[src/rtl/alu_arbiter.sv]
// Two-requester front end sharing one ALU: grant, sequence EXEC latency, hold response.
// Define ALU_ARB_FIXED_PRIO_EN to make requester 0 win every tie (round-robin otherwise).
module alu_arbiter #(
    parameter int n          = 32,
    parameter int MULDIV_LAT = 4
) (
    input  logic         clk,
    input  logic         rst,
    input  logic         req0_valid,
    output logic         req0_ready,
    input  logic [n-1:0] req0_a,
    input  logic [n-1:0] req0_b,
    input  logic [5:0]   req0_op,
    input  logic         req1_valid,
    output logic         req1_ready,
    input  logic [n-1:0] req1_a,
    input  logic [n-1:0] req1_b,
    input  logic [5:0]   req1_op,
    output logic [n-1:0] alu_a,
    output logic [n-1:0] alu_b,
    output logic [5:0]   alu_op,
    input  logic [n-1:0] alu_result,
    input  logic [12:0]  alu_flags,
    output logic         rsp_valid,
    input  logic         rsp_ready,
    output logic         rsp_id,
    output logic [n-1:0] rsp_result,
    output logic [12:0]  rsp_flags,
    output logic         busy
);

    localparam logic [3:0] LAT_M1 = 4'(MULDIV_LAT - 1);

    typedef enum logic [1:0] {IDLE, EXEC, RESP} state_t;

    state_t       r_state;
    logic [3:0]   r_cnt;
`ifndef ALU_ARB_FIXED_PRIO_EN
    logic         r_last;
`endif

    logic         w_any;
    logic         w_gid;
    logic [n-1:0] w_a;
    logic [n-1:0] w_b;
    logic [5:0]   w_op;
    logic         w_muldiv;

    // Ready is combinational so the grant and the operand latch share one cycle.
    always_comb begin
        w_any = (r_state == IDLE) && !rst && (req0_valid || req1_valid);
`ifdef ALU_ARB_FIXED_PRIO_EN
        w_gid = !req0_valid;
`else
        w_gid = (req0_valid && req1_valid) ? !r_last : !req0_valid;
`endif
        w_a      = w_gid ? req1_a  : req0_a;
        w_b      = w_gid ? req1_b  : req0_b;
        w_op     = w_gid ? req1_op : req0_op;
        w_muldiv = (w_op == 6'b000100) || (w_op == 6'b000101);
    end

    assign req0_ready = w_any && !w_gid;
    assign req1_ready = w_any &&  w_gid;

    // alu_a/b/op double as the operand latch; they are zeroed on leaving EXEC.
    always_ff @(posedge clk) begin
        if (rst) begin
            r_state    <= IDLE;
            r_cnt      <= '0;
`ifndef ALU_ARB_FIXED_PRIO_EN
            r_last     <= 1'b1;
`endif
            rsp_valid  <= 1'b0;
            rsp_id     <= 1'b0;
            rsp_result <= '0;
            rsp_flags  <= '0;
            busy       <= 1'b0;
            alu_a      <= '0;
            alu_b      <= '0;
            alu_op     <= '0;
        end else begin
            case (r_state)
                IDLE: begin
                    if (w_any) begin
                        alu_a   <= w_a;
                        alu_b   <= w_b;
                        alu_op  <= w_op;
                        rsp_id  <= w_gid;
`ifndef ALU_ARB_FIXED_PRIO_EN
                        r_last  <= w_gid;
`endif
                        r_cnt   <= w_muldiv ? LAT_M1 : 4'd0;
                        busy    <= 1'b1;
                        r_state <= EXEC;
                    end
                end
                EXEC: begin
                    if (r_cnt == 4'd0) begin
                        rsp_result <= alu_result;
                        rsp_flags  <= alu_flags;
                        rsp_valid  <= 1'b1;
                        alu_a      <= '0;
                        alu_b      <= '0;
                        alu_op     <= '0;
                        r_state    <= RESP;
                    end else begin
                        r_cnt <= r_cnt - 4'd1;
                    end
                end
                RESP: begin
                    if (rsp_ready) begin
                        rsp_valid <= 1'b0;
                        busy      <= 1'b0;
                        r_state   <= IDLE;
                    end
                end
                default: r_state <= IDLE;
            endcase
        end
    end

endmodule

[config.mk]
export PLATFORM = sky130hd
export DESIGN_NAME = alu_arbiter
export DESIGN_NICKNAME = d
export VERILOG_FILES = /design/src/rtl/alu_arbiter.sv
export SDC_FILE = /design/constraint.sdc
export NUM_CORES = 1
export LEC_CHECK = 0
export BUFFER_PORTS_ARGS = -buffer_cell sky130_fd_sc_hd__buf_4
export CAP_MARGIN = 20
export CORE_MARGIN = 1.5
export CORE_UTILIZATION = 30
export CTS_BUF_LIST = sky130_fd_sc_hd__clkbuf_4 sky130_fd_sc_hd__clkbuf_8
export DETAILED_ROUTE_END_ITERATION = 7
export PLACE_DENSITY = 0.7
export SETUP_SLACK_MARGIN = 0.05
export SLEW_MARGIN = 10
export SYNTH_ARGS = -nofsm -noshare
export SYNTH_HDL_FRONTEND = slang
export SYNTH_SLANG_ARGS = --single-unit
[constraint.sdc]
create_clock -name clk -period 4.84 [get_ports clk]
set_clock_uncertainty 0.1 [all_clocks]
set_input_delay 0.242 -clock clk [delete_from_list [all_inputs] [get_ports clk]]
set_output_delay 0.242 -clock clk [all_outputs]
set_load 0.02 [all_outputs]
Word-level counts from Yosys, hierarchy flattened --
Index checks and enable logic that the tools add are counted.
Word-level totals: bits in registers 125, word-level logic and storage cells 68
Operators by class: add/subtract/negate cells 1, equal/unequal tests 8, multiplexer cells 25, reduce and logical (&&, ||, !) cells 23
Operator list (number):
- 32-bit two-way mux | 5
- 32-bit one-hot mux with 2 select lines | 2
- 6-bit two-way mux | 3
- 3-bit AND reduction | 5
- 6-bit by 3-bit == test with 1-bit output, second input constant | 2
- 6-bit one-hot mux with 2 select lines | 1
- 2-bit two-way mux | 4
- 4-bit two-way mux | 2
- 2-bit != test, second input constant | 4
- 4-bit one-hot mux with 2 select lines | 1
- 2-bit one-hot mux with 3 select lines | 1
- 2-bit nonzero test | 3
- 1-bit logical AND | 5
- 1-bit logical NOT | 4
- 4-bit logical NOT | 1
- 1-bit two-way mux | 4
- 1-bit one-hot mux with 2 select lines | 2
- 2-bit AND reduction | 2
- 4-bit by 1-bit subtractor with 4-bit output, second input constant | 1
- 2-bit by 1-bit == test with 1-bit output, second input constant | 1
- 2-bit == test, second input constant | 1
- 2-bit logical NOT | 1
- 1-bit logical OR | 2

Depth between registers and ports, before layout --
depth in word-level cells 8, gate-level depth with buffers 8

Least setup slack after synthesis --
OpenSTA, ideal clock, no wires.
path kind register to register, start register r_cnt[0], end register alu_a[11], arrival 1.689 ns, data required time 4.612 ns, path slack 2.924 ns, stages on the path, launching flop included 9, buffers on the path 2, path through dfxtp_1 -> inv_1 -> ha_1 -> nor3b_1 -> a22oi_1 -> buf_2 -> buf_2 -> a222oi_1 -> nor2_1
On the way: cells in the longest elaborated chain, start to end 3
RTL lines:
- start: declaration | line 37 | logic [3:0] r_cnt;
- start signal: assignment | line 93 | r_cnt <= w_muldiv ? LAT_M1 : 4'd0;
- start signal: assignment | line 108 | r_cnt <= r_cnt - 4'd1;
- 4-bit logical NOT | line 99 | if (r_cnt == 4'd0) begin
- 2-bit != test (no source line)
- 3-bit AND reduction (no source line)
- end signal: assignment | line 86 | alu_a <= w_a;
- end: declaration | line 19 | output logic [n-1:0] alu_a,
No other way between the ends. A chain may end at the register's enable or synchronous reset.

Worst setup path after layout --
start register r_last, end register alu_b[26]
On the way: cells in the longest elaborated chain, start to end 5
RTL lines:
- start: declaration | line 39 | logic r_last;
- start signal: assignment | line 91 | r_last <= w_gid;
- 1-bit logical NOT | line 55 | w_gid = (req0_valid && req1_valid) ? !r_last : !req0_valid;
- 1-bit two-way mux | line 55
- 32-bit two-way mux | line 58 | w_b = w_gid ? req1_b : req0_b;
- 32-bit two-way mux | line 85 | if (w_any) begin
- 32-bit one-hot mux with 2 select lines | line 83 | case (r_state)
- end signal: assignment | line 87 | alu_b <= w_b;
- end: declaration | line 20 | output logic [n-1:0] alu_b,
No other way between the ends. The select of a mux whose other input is x is not followed.

==> impl_metrics.json <==
{
  "clk_pin_slew_ns": 0.08,
  "netlist_area_um2": 4760,
  "grt_pass1_vias": 5912,
  "post-route-drc-count": 0,
  "crit_chain": "nand2b_1 -> and3_2 -> a222oi_1 -> dlygate4sd3_1 -> nor2_1",
  "avgSynthCellArea_um2": 8.83,
  "firstDrtPassIters": 8,
  "nets": 1174,
  "p_per_area_nw_per_um2": 309,
  "overflow": 0,
  "ant_nets": 0,
  "ios": 310,
  "io_buffers": 309,
  "rows": 45,
  "status": "completed",
  "drt_first_iter_violations": 492,
  "cts_buffers": 17,
  "period_needed_ns": 3.11,
  "gp_routability_congestion": 0.744,
  "clock_latency_ns": 0.42,
  "clkSinkCount": 125,
  "cpMaxStageDelayCell": "and3_2",
  "core-area_um2": 15400,
  "finalHoldViolCount": 0,
  "drt-vias-per-instance": 5.00,
  "synth_seq_cells": 125,
  "hold_class": "in -> reg",
  "place_inst": 1014,
  "async_flop_share": 0,
  "post-route-util": 0.596,
  "setup_tns_ns": 0,
  "p_sw_mw": 0.860,
  "start_util": 0.310,
  "worst_ep_required_time_ns": 5.11,
  "die_area_um2": 16600,
  "crit_buf_inv": 1,
  "crit_family": "simple AND/OR/NAND/NOR gates",
  "yosysTopAreaCellShare": 0.526,
  "grt_pass1_wl_um": 30200,
  "start_kind": "register",
  "leakage_nw": 3.97,
  "maxCapViolations": 0,
  "clockBufferDepth": 2,
  "synth_top_area_cell": "dfxtp_1",
  "p_int_mw": 1.97,
  "dpl.hpwl_um": 12000,
  "grt_antenna_before_repair": 1,
  "postPlaceCellArea_um2": 7170,
  "drive_above_1_share": 0.352,
  "rsz0062_at_grt": "false",
  "synthToLayoutAreaGrowth_pct": 92.4,
  "ys.flop_type": "dfxtp_1",
  "criticalPathCategory": "reg -> reg",
  "cts_tree": "done",
  "yosys_warnings": 0,
  "timing.final.crit_share": 0.643,
  "ir_drop_v": 0.000203,
  "holdWs_ns": 0.0299,
  "synth_area_leaders": "dfxtp_1, a222oi_1, nand2_1",
  "slowest_delay_ns": 0.98,
  "grtUsageTotal": 0.236,
  "syn-num-nets": 731,
  "power.share.clock": 0.316,
  "setup_viol": 0,
  "final_max_slew_viol_count": 0,
  "combPwrFrac": 0.275,
  "vias": 6036,
  "routed_wl_um": 20400,
  "post_synth_num_cell_types": 36,
  "final_area_um2": 9160,
  "grt_max_degree": 72,
  "syn_inst": 539,
  "ys_seq_area_frac": 0.526,
  "clockRootBuffer": "clkbuf_8",
  "wl_per_cell_um": 16.9,
  "die_height_um": 129,
  "final-instance-count-excl-fill": 1206,
  "end_kind": "register",
  "synth_edf_count": 0,
  "postCtsSetupBuffers": 0,
  "h-tree-depth": 4,
  "cp_max_fo": 55,
  "worst_pin_slew_ns": 1.10,
  "netSwitchingFraction": 0.304,
  "timing.fmax_mhz": 321,
  "critPathArrivalTime_ns": 3.38,
  "slew_headroom": 0.266,
  "seqPwrFrac": 0.408,
  "die_x_um": 129
}
==> state kept, by name, summed over array words and instances (netlist names) <==
name,flops
alu_a,32
alu_op,6
rsp_id,1
r_cnt,4
rsp_valid,1
rsp_flags,13
r_state,2
alu_b,32
busy,1
r_last,1
rsp_result,32
==> power groups by stage <==
stage	Sequential (mW)	Combinational, mW	Clock (mW)
floorplan	1.26	0.230	0
global placement	1.17	0.605	0
detailed placement	1.17	0.608	0
CTS	1.15	0.761	0.922
global route	1.16	0.831	0.961
finish	1.16	0.779	0.895
==> layout make-up <==
type | instances | area (um2)
Fill cell | 1287 | 6210
Timing Repair Buffer | 473 | 3950
Sequential cell | 125 | 2500
Multi-Input combinational cell | 360 | 2040
Tap cell | 211 | 264
Clock buffer | 17 | 234
Clock inverter | 14 | 148
Inverter | 5 | 18.8
Antenna cell | 1 | 2.50
==> logic make-up (layout without fill, tap and decap cells) <==
kind of cell	count (synthesis)	count (layout)	share of synthesized area
fa+ha+maj	2	2	0.00526
other cells	0	1	0
compound gates	152	152	0.233
buf+inv	54	509	0.0478
mux	6	6	0.0126
flops	125	125	0.526
simple gates	200	200	0.176
==> path summary, 6_finish.rpt <==
| check | startpoint | endpoint | slack [ns] | cells after the start |
|---|---|---|---|---|
| setup / recovery | r_last$_SDFFE_PP1P_ | alu_b[26]$_SDFFE_PP0P_ | 1.73 | 5 |
| hold / removal | req1_op[5] | alu_op[5]$_SDFFE_PP0P_ | 0.03 | 3 |
| setup reg to reg | r_last$_SDFFE_PP1P_ | alu_b[26]$_SDFFE_PP0P_ | 1.73 | 5 |
| hold reg to reg | alu_a[7]$_SDFFE_PP0P_ | alu_a[7]$_SDFFE_PP0P_ | 0.35 | 2 |
==> layout by cell type (no fill, tap or decap), types with 2 or more instances in the layout <==
cell	count
clkinv_2	4
o2bb2ai_1	6
clkinv_4	5
nor2b_1	2
dfxtp_1	125
clkbuf_8	17
nor2_1	57
inv_1	5
a21o_1	13
nand3_1	13
ha_1	2
mux2i_1	6
dlygate4sd3_1	160
bufinv_16	2
and3_2	2
nand2b_1	2
clkinvlp_4	2
buf_4	313
o21ai_0	12
or4b_1	3
nand3b_1	2
a222oi_1	53
nand2_1	112
a21oi_1	60
==> worst reg2reg max path, cell delays in order (launching register included) <==
cell and delay (ns):
dfxtp_1 0.36, nand2b_1 0.48, and3_2 0.98, a222oi_1 0.35
dlygate4sd3_1 0.70, nor2_1 0.09
==> per-layer routing <==
metal  track usage  part of all wire  up-vias
li1              -                 -     2842
met1         0.246              0.37     2859
met2         0.429              0.52      298
met3        0.0815             0.082       37
met4        0.0998             0.027        0
met5             0                 0        -
==> metrics by stage <==
step | power (mW) | setup slack (ns)
floorplan | 1.49 | 2.92
global placement | 1.78 | 2.20
detailed placement | 1.78 | 2.11
CTS | 2.83 | 1.90
global route | 2.96 | 1.57
finish | 2.83 | 1.73
==> synthesized netlist by cell type, types with 5 or more instances <==
cell	n
o21ai_0	12
a222oi_1	53
mux2i_1	6
nand2_1	112
dfxtp_1	125
nor2_1	57
inv_1	5
a21o_1	13
buf_2	11
a21oi_1	60
nand3_1	13
clkbuf_1	32
o2bb2ai_1	6
==> repair_timing <==
action                                 CTS  global route
resized for setup                        0             0
hold buffers                           160             0
endpoints found under the hold margin  103             0
(Power assumes the default switching activity.)
